===== config.mk =====
export PLATFORM = sky130hd
export DESIGN_NAME = uart_packet_rx_flat
export DESIGN_NICKNAME = d
export VERILOG_FILES = /design/src/rtl/uart_packet_rx_if.sv /design/src/rtl/uart_packet_rx.sv /design/src/flat_wrapper.sv
export SDC_FILE = /design/constraint.sdc
export NUM_CORES = 1
export LEC_CHECK = 0
export ABC_AREA = 0
export CORE_UTILIZATION = 55
export DETAILED_ROUTE_END_ITERATION = 7
export GPL_ROUTABILITY_DRIVEN = 0
export PLACE_DENSITY = 0.82
export SYNTH_ARGS = -nofsm -noshare
export SYNTH_HDL_FRONTEND = slang
export SYNTH_SLANG_ARGS = --single-unit

===== constraint.sdc =====
create_clock -name clk -period 2.84 [get_ports clk]
set_input_delay 0.568 -clock clk [delete_from_list [all_inputs] [get_ports clk]]
set_output_delay 0.568 -clock clk [all_outputs]
set_load 0.05 [all_outputs]

===== src/rtl/uart_packet_rx_if.sv =====
// Output-side bundle of uart_packet_rx: packet valid/ready handshake plus the
// one-cycle error strobes.
interface uart_packet_rx_if #(
  parameter int W_OUT = 16
) ();
  logic             m_valid;
  logic             m_ready;
  logic [W_OUT-1:0] m_data;
  logic             frame_err;
  logic             parity_err;
  logic             overrun;

  modport master (
    output m_valid, m_data, frame_err, parity_err, overrun,
    input  m_ready
  );

  modport slave (
    input  m_valid, m_data, frame_err, parity_err, overrun,
    output m_ready
  );
endinterface


===== src/rtl/uart_packet_rx.sv =====
// Multi-frame UART receiver: assembles W_OUT/BITS_PER_WORD frames into one packet
// with parity/stop checking, glitch-rejecting start detection and valid/ready output.
module uart_packet_rx #(
  parameter int CLOCKS_PER_PULSE = 16,
  parameter int BITS_PER_WORD    = 8,
  parameter int W_OUT            = 16,
  parameter int PARITY           = 0,
  parameter int STOP_BITS        = 1
) (
  input  logic             clk,
  input  logic             rstn,
  input  logic             rx,
  uart_packet_rx_if.master m_if
);

  localparam int NUM_WORDS = W_OUT / BITS_PER_WORD;
  localparam int CNT_W     = $clog2(CLOCKS_PER_PULSE);
  localparam int BIT_W     = $clog2(BITS_PER_WORD + 1);
  localparam int IDX_W     = (NUM_WORDS > 1) ? $clog2(NUM_WORDS) : 1;

  localparam logic [CNT_W-1:0] CNT_HALF  = CNT_W'(CLOCKS_PER_PULSE / 2 - 1);
  localparam logic [CNT_W-1:0] CNT_FULL  = CNT_W'(CLOCKS_PER_PULSE - 1);
  localparam logic [BIT_W-1:0] LAST_DATA = BIT_W'(BITS_PER_WORD - 1);
  localparam logic [BIT_W-1:0] LAST_STOP = BIT_W'(STOP_BITS - 1);
  localparam logic [IDX_W-1:0] LAST_WORD = IDX_W'(NUM_WORDS - 1);

  typedef enum logic [2:0] {
    S_IDLE,
    S_START,
    S_DATA,
    S_PARITY,
    S_STOP,
    S_WAIT_HIGH
  } state_t;

  state_t                   r_state;
  state_t                   w_next_state;
  logic [1:0]               r_sync;
  logic                     r_rx_prev;
  logic [CNT_W-1:0]         r_cnt;
  logic [BIT_W-1:0]         r_bit_idx;
  logic [BITS_PER_WORD-1:0] r_shift;
  logic                     r_par;
  logic                     r_perr;
  logic                     r_sbad;
  logic [W_OUT-1:0]         r_words;
  logic [IDX_W-1:0]         r_word_idx;

  logic             w_rx_s;
  logic             w_fall;
  logic             w_tick;
  logic             w_last_stop;
  logic             w_frame_bad;
  logic [W_OUT-1:0] w_packet;

  assign w_rx_s      = r_sync[1];
  assign w_fall      = r_rx_prev & ~w_rx_s;
  assign w_tick      = (r_cnt == '0);
  assign w_last_stop = (r_state == S_STOP) && w_tick && (r_bit_idx == LAST_STOP);
  assign w_frame_bad = r_sbad | ~w_rx_s;

  // Packet image with the word just received dropped into its slot.
  for (genvar gi = 0; gi < NUM_WORDS; gi++) begin : g_slot
    assign w_packet[gi*BITS_PER_WORD +: BITS_PER_WORD] =
      (r_word_idx == IDX_W'(gi)) ? r_shift : r_words[gi*BITS_PER_WORD +: BITS_PER_WORD];
  end

  always_ff @(posedge clk or negedge rstn) begin
    if (!rstn) r_state <= S_IDLE;
    else       r_state <= w_next_state;
  end

  always_comb begin
    w_next_state = r_state;
    case (r_state)
      S_IDLE:      if (w_fall) w_next_state = S_START;
      S_START:     if (w_tick) w_next_state = w_rx_s ? S_IDLE : S_DATA;
      S_DATA:      if (w_tick && (r_bit_idx == LAST_DATA))
                     w_next_state = (PARITY != 0) ? S_PARITY : S_STOP;
      S_PARITY:    if (w_tick) w_next_state = S_STOP;
      S_STOP:      if (w_last_stop) w_next_state = w_frame_bad ? S_WAIT_HIGH : S_IDLE;
      S_WAIT_HIGH: if (w_rx_s) w_next_state = S_IDLE;
      default:     w_next_state = S_IDLE;
    endcase
  end

  always_ff @(posedge clk or negedge rstn) begin
    if (!rstn) begin
      r_sync          <= 2'b11;
      r_rx_prev       <= 1'b1;
      r_cnt           <= '0;
      r_bit_idx       <= '0;
      r_shift         <= '0;
      r_par           <= 1'b0;
      r_perr          <= 1'b0;
      r_sbad          <= 1'b0;
      r_words         <= '0;
      r_word_idx      <= '0;
      m_if.m_valid    <= 1'b0;
      m_if.m_data     <= '0;
      m_if.frame_err  <= 1'b0;
      m_if.parity_err <= 1'b0;
      m_if.overrun    <= 1'b0;
    end else begin
      r_sync          <= {r_sync[0], rx};
      r_rx_prev       <= w_rx_s;
      m_if.frame_err  <= 1'b0;
      m_if.parity_err <= 1'b0;
      m_if.overrun    <= 1'b0;
      if (m_if.m_valid && m_if.m_ready) m_if.m_valid <= 1'b0;

      if (r_state == S_IDLE) begin
        if (w_fall) r_cnt <= CNT_HALF;
      end else begin
        r_cnt <= w_tick ? CNT_FULL : r_cnt - 1'b1;
      end

      if (w_tick) begin
        case (r_state)
          S_START: begin
            r_bit_idx <= '0;
            r_par     <= 1'b0;
            r_perr    <= 1'b0;
            r_sbad    <= 1'b0;
          end
          S_DATA: begin
            r_shift   <= {w_rx_s, r_shift[BITS_PER_WORD-1:1]};
            r_par     <= r_par ^ w_rx_s;
            r_bit_idx <= (r_bit_idx == LAST_DATA) ? '0 : r_bit_idx + 1'b1;
          end
          S_PARITY: r_perr <= ((r_par ^ w_rx_s) != (PARITY == 2));
          S_STOP: begin
            r_bit_idx <= r_bit_idx + 1'b1;
            r_sbad    <= w_frame_bad;
          end
          default: ;
        endcase
      end

      // End of frame: report errors, or commit the word and maybe the packet.
      if (w_last_stop) begin
        m_if.frame_err  <= w_frame_bad;
        m_if.parity_err <= r_perr;
        if (w_frame_bad || r_perr) begin
          r_word_idx <= '0;
        end else begin
          r_words <= w_packet;
          if (r_word_idx == LAST_WORD) begin
            r_word_idx <= '0;
            if (!m_if.m_valid || m_if.m_ready) begin
              m_if.m_data  <= w_packet;
              m_if.m_valid <= 1'b1;
            end else begin
              m_if.overrun <= 1'b1;
            end
          end else begin
            r_word_idx <= r_word_idx + 1'b1;
          end
        end
      end
    end
  end

endmodule


===== src/flat_wrapper.sv =====
// flat-port wrapper written by rule: the top's interface ports become plain ports
module uart_packet_rx_flat 
#(
  parameter int CLOCKS_PER_PULSE = 16,
  parameter int BITS_PER_WORD    = 8,
  parameter int W_OUT            = 16,
  parameter int PARITY           = 0,
  parameter int STOP_BITS        = 1
)
  (clk, rstn, rx, m_if_m_valid, m_if_m_data, m_if_frame_err, m_if_parity_err, m_if_overrun, m_if_m_ready);
  uart_packet_rx_if #(.W_OUT(W_OUT)) m_if_i ();
  input  logic clk;
  input  logic rstn;
  input  logic rx;
  output wire logic [$bits(m_if_i.m_valid)-1:0] m_if_m_valid;
  output wire logic [$bits(m_if_i.m_data)-1:0] m_if_m_data;
  output wire logic [$bits(m_if_i.frame_err)-1:0] m_if_frame_err;
  output wire logic [$bits(m_if_i.parity_err)-1:0] m_if_parity_err;
  output wire logic [$bits(m_if_i.overrun)-1:0] m_if_overrun;
  input wire logic [$bits(m_if_i.m_ready)-1:0] m_if_m_ready;
  assign m_if_m_valid = m_if_i.m_valid;
  assign m_if_m_data = m_if_i.m_data;
  assign m_if_frame_err = m_if_i.frame_err;
  assign m_if_parity_err = m_if_i.parity_err;
  assign m_if_overrun = m_if_i.overrun;
  assign m_if_i.m_ready = m_if_m_ready;
  uart_packet_rx #(.CLOCKS_PER_PULSE(CLOCKS_PER_PULSE), .BITS_PER_WORD(BITS_PER_WORD), .W_OUT(W_OUT), .PARITY(PARITY), .STOP_BITS(STOP_BITS)) u_core (.clk(clk), .rstn(rstn), .rx(rx), .m_if(m_if_i));
endmodule

==> results of run 1 <==
## cell families after synthesis
kind of cell,Yosys count
AOI/OAI and AO/OA,29
and+or+nand+nor,55
xor gates and xnor gates,2
buffers and inverters,15
adders and majority gates,3
DFF,54
muxes,35
## metrics by stage
step / total power (W) / hold WS (ns)
2_1_floorplan: 0.001255 / 0.2724
3_3_place_gp: 0.001351 / 0.3460
3_5_place_dp: 0.001365 / 0.3520
4_1_cts: 0.001902 / 0.1834
5_1_grt: 0.002001 / 0.1898
6_report: 0.001892 / 0.1728
## synth_stat cells, types with 2 or more instances
cell      instances  area share [%]
nor2b_1           2            0.52
nand3_1           4            0.83
mux2_2           23              11
inv_1             8             1.2
nand2_1          17             2.6
mux2_4           10             6.2
a31oi_1           2            0.52
dfrtp_1          51              53
nor3_1            5             1.0
nand3b_1          2            0.62
clkbuf_1          4            0.62
a21oi_1           5             1.0
mux2i_1           2            0.83
nand2b_1          5             1.3
nor2_1            8             1.2
o21ai_0          16             3.3
dfstp_2           3             3.3
ha_1              3             1.5
## state kept, by name (all words and copies together), names as in the netlist, 2 cells and up
name,flops
u_core.m_if.m_data,16
u_core.r_shift,8
u_core.r_words,8
u_core.r_bit_idx,4
u_core.r_cnt,4
u_core.r_state,3
u_core.r_sync,2
## worst max path at each step
stage	start	endpoint	cells after the start
2_1_floorplan	u_core.r_cnt[0]	u_core.m_if.m_data[10]	10
3_3_place_gp	u_core.r_cnt[0]	u_core.r_words[5]	6
3_5_place_dp	u_core.r_cnt[0]	u_core.r_words[0]	6
4_1_cts	u_core.r_cnt[0]	u_core.r_words[7]	6
5_1_grt	u_core.r_state[2]	u_core.r_words[7]	4
6_report	u_core.r_cnt[0]	u_core.r_words[7]	6
## power by group through the flow
stage | Sequential, W | Combinational, W | Clock (W)
2_1_floorplan | 0.000931 | 0.000324 | 0
3_3_place_gp | 0.000978 | 0.000373 | 0
3_5_place_dp | 0.000982 | 0.000383 | 0
4_1_cts | 0.000969 | 0.000391 | 0.000542
5_1_grt | 0.000991 | 0.000444 | 0.000565
6_report | 0.000973 | 0.000389 | 0.000530
## metal layers
metal / wire length (µm) / global-route usage [%] / part of all wire [%] / vias to the layer above
met5: 0 / 0 / 0 / -
met4: 77 / 8.854 / 1.8 / 0
met3: 146 / 5.500 / 3.5 / 6
met2: 2061 / 33.82 / 49 / 30
met1: 1911 / 27.02 / 46 / 750
li1: - / - / - / 722
## layout make-up
class,instances,area [µm²]
clock buffer,5,68.82
clock inverter,3,47.55
fill,304,1305
inverter,8,30.03
multi-input combinational,124,991.0
sequential,54,1355
tap,50,62.56
timing repair buffer,27,255.2
==> flow_summary.ini, run 1 <==
[detailed_routing]
wirelength_um = 4196
vias = 1508
viasPerCell = 5.565
remaining_drc_errors = 0
ant_nets = 0
drt-wirelength-per-cell_um = 15.48
drtIter0Drc = 76
drt_pass1_iterations = 4

[critical_path]
worstReg2RegStart = u_core.r_cnt[0]
r2r_end = u_core.r_words[7]
path_max_fanout = 9
arrival_ns = 2.41
cp_slowest_cell = nor4b_4
r2r_slack_ns = 0.63
crit_chain = inv_1 -> ha_1 -> nor3b_4 -> nand4_4 -> nor4b_4 -> mux2_2
cp_top_family = simple AND/OR/NAND/NOR gates
path_buf_inv = 1
required_ns = 3.04
slowest_delay_ns = 0.57
cp-end-kind = register
cp-start-kind = register
setup.worst_path.class = register to register
rr_worst_depth = 6

[cts]
cts_buffer_depth = 2
cts_tree = built
cts-root-buf = clkbuf_8
clk_latency_ns = 0.32
cts-resized-gates = 0
postCtsSetupRepairBufs = 0
numCtsBuffers = 5
cts.clk_slew.worst_paths_ns = 0.10
cts.hold.buffers_added = 0
cts.sinks = 54
cts-htree-levels = 2

[logic_synthesis]
synthesis.area_um2 = 2425
synth_mux_area_share_pct = 17.70
yosys_register_bits = 54
yosysSeqAreaShare_pct = 55.88
synth-adder-area-share_pct = 1.548
synthDistinctLibCells = 41
synthArstFlopShare_pct = 100.0
ys.flop_type = dfrtp_1
syn_inst = 193
synth-edff-count = 0
yosysWarningCount = 0
synth-compound-area-share_pct = 6.811
yosys.area_share.simple_pct = 14.09
synth-xor-area-share_pct = 0.7224
avgSynthCellArea_um2 = 12.56
syn_nets = 200
synth_top_family_by_area = multiplexers

[layout]
layout_commonest_cell = dfrtp_1
mostFrequentLayoutCells = dfrtp_1 (51), mux2_2 (23), clkdlybuf4s50_1 (22)
diodes = 0
nets = 227
drive_above_1_share_pct = 24.43
final_area_um2 = 2810
fin_util_pct = 68.29
finalNonFillerCells = 271
synthToLayoutAreaGrowth_pct = 15.89

[sta]
drv_slew = 0
finalSetupTns_ns = 0
tightest_slew_ns = 0.6202
setup_ws_ns = 0.6267
min_period_over_period_pct = 77.93
rsz0062_at_grt = no
final-setup-viol-count = 0
skew_ns = 0.01066
fmax_mhz = 451.8
hold_viol_final = 0
worst_slew_margin_rel_pct = 58.48
fin_crit_ns = 2.213

[floorplanning]
rows = 23
die_w_um = 68.40
io_pins = 24
design.core.area_um2 = 4115
die_h_um = 68.40
start_util_pct = 58.92
die_area_um2 = 4679

[global_routing]
grt_usage_pct = 21.12
grt_pass1_wl_um = 6934
grt_overflow = 0
grt_max_degree = 22
antenna_found_initial = 0
grt_pass1_vias = 1475

[outcome]
outcome = complete, no violations

[power]
p_int_w = 0.001294
p_clk_share_pct = 28.0
swShare_pct = 31.58
max-vdd-ir-drop_mv = 0.3854
power_density_nw_per_um2 = 673.2
p_sw_w = 0.0005975
p_comb_share_pct = 20.6
power_frac_seq_pct = 51.4
cellLeakagePower_nw = 1.334

[place]
placed_cell_area_um2 = 2694
port_buffers = 23
dp_hpwl_um = 2886
preCtsSetupSlack_ns = 0.6551
post-place-cells = 263

[flow_run]
cap_violations = 0

[worst_hold_path]
hp-class = input pin to async pin
(Power assumes the default switching activity.)
==> run 2, diff against run 1 <==
--- a/config.mk
+++ b/config.mk
@@ -6,10 +6,10 @@
 export NUM_CORES = 1
 export LEC_CHECK = 0
 export ABC_AREA = 0
-export CORE_UTILIZATION = 55
+export CORE_UTILIZATION = 50
 export DETAILED_ROUTE_END_ITERATION = 7
 export GPL_ROUTABILITY_DRIVEN = 0
-export PLACE_DENSITY = 0.82
+export PLACE_DENSITY = 0.79
 export SYNTH_ARGS = -nofsm -noshare
 export SYNTH_HDL_FRONTEND = slang
 export SYNTH_SLANG_ARGS = --single-unit
==> constraint.sdc (replaced) <==
create_clock -name clk -period 1.8 [get_ports clk]
set_input_delay 0.36 -clock clk [delete_from_list [all_inputs] [get_ports clk]]
set_output_delay 0.36 -clock clk [all_outputs]
set_load 0.05 [all_outputs]
==> run 2 against run 1 <==
Die area increased by 9.7%. Critical path depth increased by 1. Largest power group unchanged. Critical endpoint is now u_core.r_words[5]. The run now ends with setup timing left. Wire length increased by 9.0%.
==> flow_summary.ini, run 2 (synthesis results as in run 1) <==
[critical_path]
path_max_fanout = 9
r2r_slack_ns = -0.17
setup.worst_path.class = register to register
slowest_delay_ns = 0.40
required_ns = 2.00
cp_top_family = simple AND/OR/NAND/NOR gates
path_buf_inv = 2
r2r_end = u_core.r_words[5]
cp_slowest_cell = dfrtp_1
rr_worst_depth = 7
worstReg2RegStart = u_core.r_cnt[0]
cp-end-kind = register
cp-start-kind = register
crit_chain = inv_1 -> ha_2 -> nor3b_4 -> nand4_4 -> nor4b_4 -> buf_12 -> mux2_4
arrival_ns = 2.17

[place]
preCtsSetupSlack_ns = -0.2018
dp_hpwl_um = 2880
port_buffers = 23
post-place-cells = 279
placed_cell_area_um2 = 2810

[outcome]
violations = setup timing
outcome = finished with violations

[floorplanning]
die_h_um = 71.64
rows = 24
die_area_um2 = 5132
die_w_um = 71.64
io_pins = 24
design.core.area_um2 = 4504
start_util_pct = 53.83

[detailed_routing]
viasPerCell = 5.397
ant_nets = 0
drt_pass1_iterations = 4
drt-wirelength-per-cell_um = 15.66
remaining_drc_errors = 0
drtIter0Drc = 83
wirelength_um = 4572
vias = 1576

[flow_run]
cap_violations = 0

[cts]
cts.hold.buffers_added = 0
numCtsBuffers = 5
cts.sinks = 54
clk_latency_ns = 0.31
cts-root-buf = clkbuf_8
cts_buffer_depth = 2
cts_tree = built
cts-htree-levels = 2
cts.clk_slew.worst_paths_ns = 0.09

[sta]
drv_slew = 0
final-setup-viol-count = 27
worst_slew_margin_rel_pct = 70.57
setup_ws_ns = -0.1674
tightest_slew_ns = 0.4368
fin_crit_ns = 1.967
rsz0062_at_grt = yes
hold_viol_final = 0
min_period_over_period_pct = 109.3
skew_ns = 0.01081
fmax_mhz = 508.3
finalSetupTns_ns = -3.441

[layout]
layout_commonest_cell = dfrtp_1
regMostFlops = u_core.m_if.m_data
fin_util_pct = 67.22
synthToLayoutAreaGrowth_pct = 24.87
mostFrequentLayoutCells = dfrtp_1 (51), buf_4 (38), mux2_4 (19)
largest_register_ffs = 16
nets = 246
fillers = 315
final_area_um2 = 3028
drive_above_1_share_pct = 41.67
diodes = 0
largestRegisters = u_core.m_if.m_data: 16 flops, u_core.r_shift: 8 flops, u_core.r_words: 8 flops
finalNonFillerCells = 292

[global_routing]
grt_pass1_vias = 1510
grt_overflow = 0
grt_usage_pct = 18.85
grt_pass1_wl_um = 7334
antenna_found_initial = 0
grt_max_degree = 55

[power]
max-vdd-ir-drop_mv = 0.5538
cellLeakagePower_nw = 1.501
power_density_nw_per_um2 = 1068

[worst_hold_path]
hp-class = input pin to async pin
[run 2: cell types whose count changed in the layout (fill, tap and decap cells not counted), sizes merged]
| cell | previous run | this run |
|---|---|---|
| buf | 5 | 43 |
| clkdlybuf4s50 | 22 | 2 |
| inv | 10 | 8 |
| clkbuf | 5 | 6 |
| clkinv | 0 | 1 |
| nand2b | 6 | 7 |
[run 2: worst max-delay path by stage]
stage                             end  cells after the start  slack [ns]            start
2_1_floorplan  u_core.m_if.m_data[10]                     10       -0.47  u_core.r_cnt[0]
3_3_place_gp    u_core.m_if.m_data[4]                      7       -0.14  u_core.r_cnt[1]
3_5_place_dp    u_core.m_if.m_data[8]                      7       -0.20  u_core.r_cnt[1]
4_1_cts             u_core.r_state[2]                      7       -0.14  u_core.r_cnt[1]
5_1_grt         u_core.m_if.m_data[9]                      7       -0.23  u_core.r_cnt[0]
6_report            u_core.r_words[5]                      7       -0.17  u_core.r_cnt[0]
[run 2: cell type report]
| type | count | area, µm² | area share, % |
|---|---|---|---|
| clock buffers | 6 | 72.57 | 2.397 |
| inverters | 8 | 30.03 | 0.9917 |
| flip-flops and latches | 54 | 1355 | 44.75 |
| well taps | 52 | 65.06 | 2.149 |
| repair buffers | 45 | 372.9 | 12.31 |
| clock inverters | 2 | 38.79 | 1.281 |
| multi-input cells | 125 | 1094 | 36.12 |
[run 2: worst register-to-register path: cells and delay by family, from the launching register on]
family / cells / cell delay, ns
muxes: 1 / 0.31
buffers and inverters: 2 / 0.25
adders and majority gates: 1 / 0.17
and+or+nand+nor: 3 / 0.73
DFF: 1 / 0.40
[run 2: routing by layer]
metal | up-vias | wire length, µm | global-route usage, %
met5 | - | 0 | 0
met4 | 0 | 77 | 10.24
met3 | 5 | 149 | 2.532
met2 | 35 | 2192 | 28.51
met1 | 769 | 2152 | 26.49
li1 | 767 | - | -
[run 2: per-stage QoR]
stage                     total power (W)  hold slack (ns)
final                            0.003233          0.01921
after global routing             0.003407          0.04105
after CTS                        0.003106          0.03098
after detailed placement         0.002270           0.3497
after global placement           0.002242           0.3463
after floorplan                  0.001995          0.06441
[run 2: report_power, final]
group          leakage (nW)  switching, W  total, W  internal [W]
registers             0.724      0.000108   0.00144       0.00133
logic                 0.722      0.000527  0.000979      0.000452
clock network        0.0554      0.000393  0.000811      0.000418
[run 2: repair_timing]
item | CTS | global route
setup endpoints to repair | 28 | 36
buffers inserted | 1 | 3
gates cloned | 1 | 0
pin swaps | 0 | 2
gates resized for setup | 3 | 10
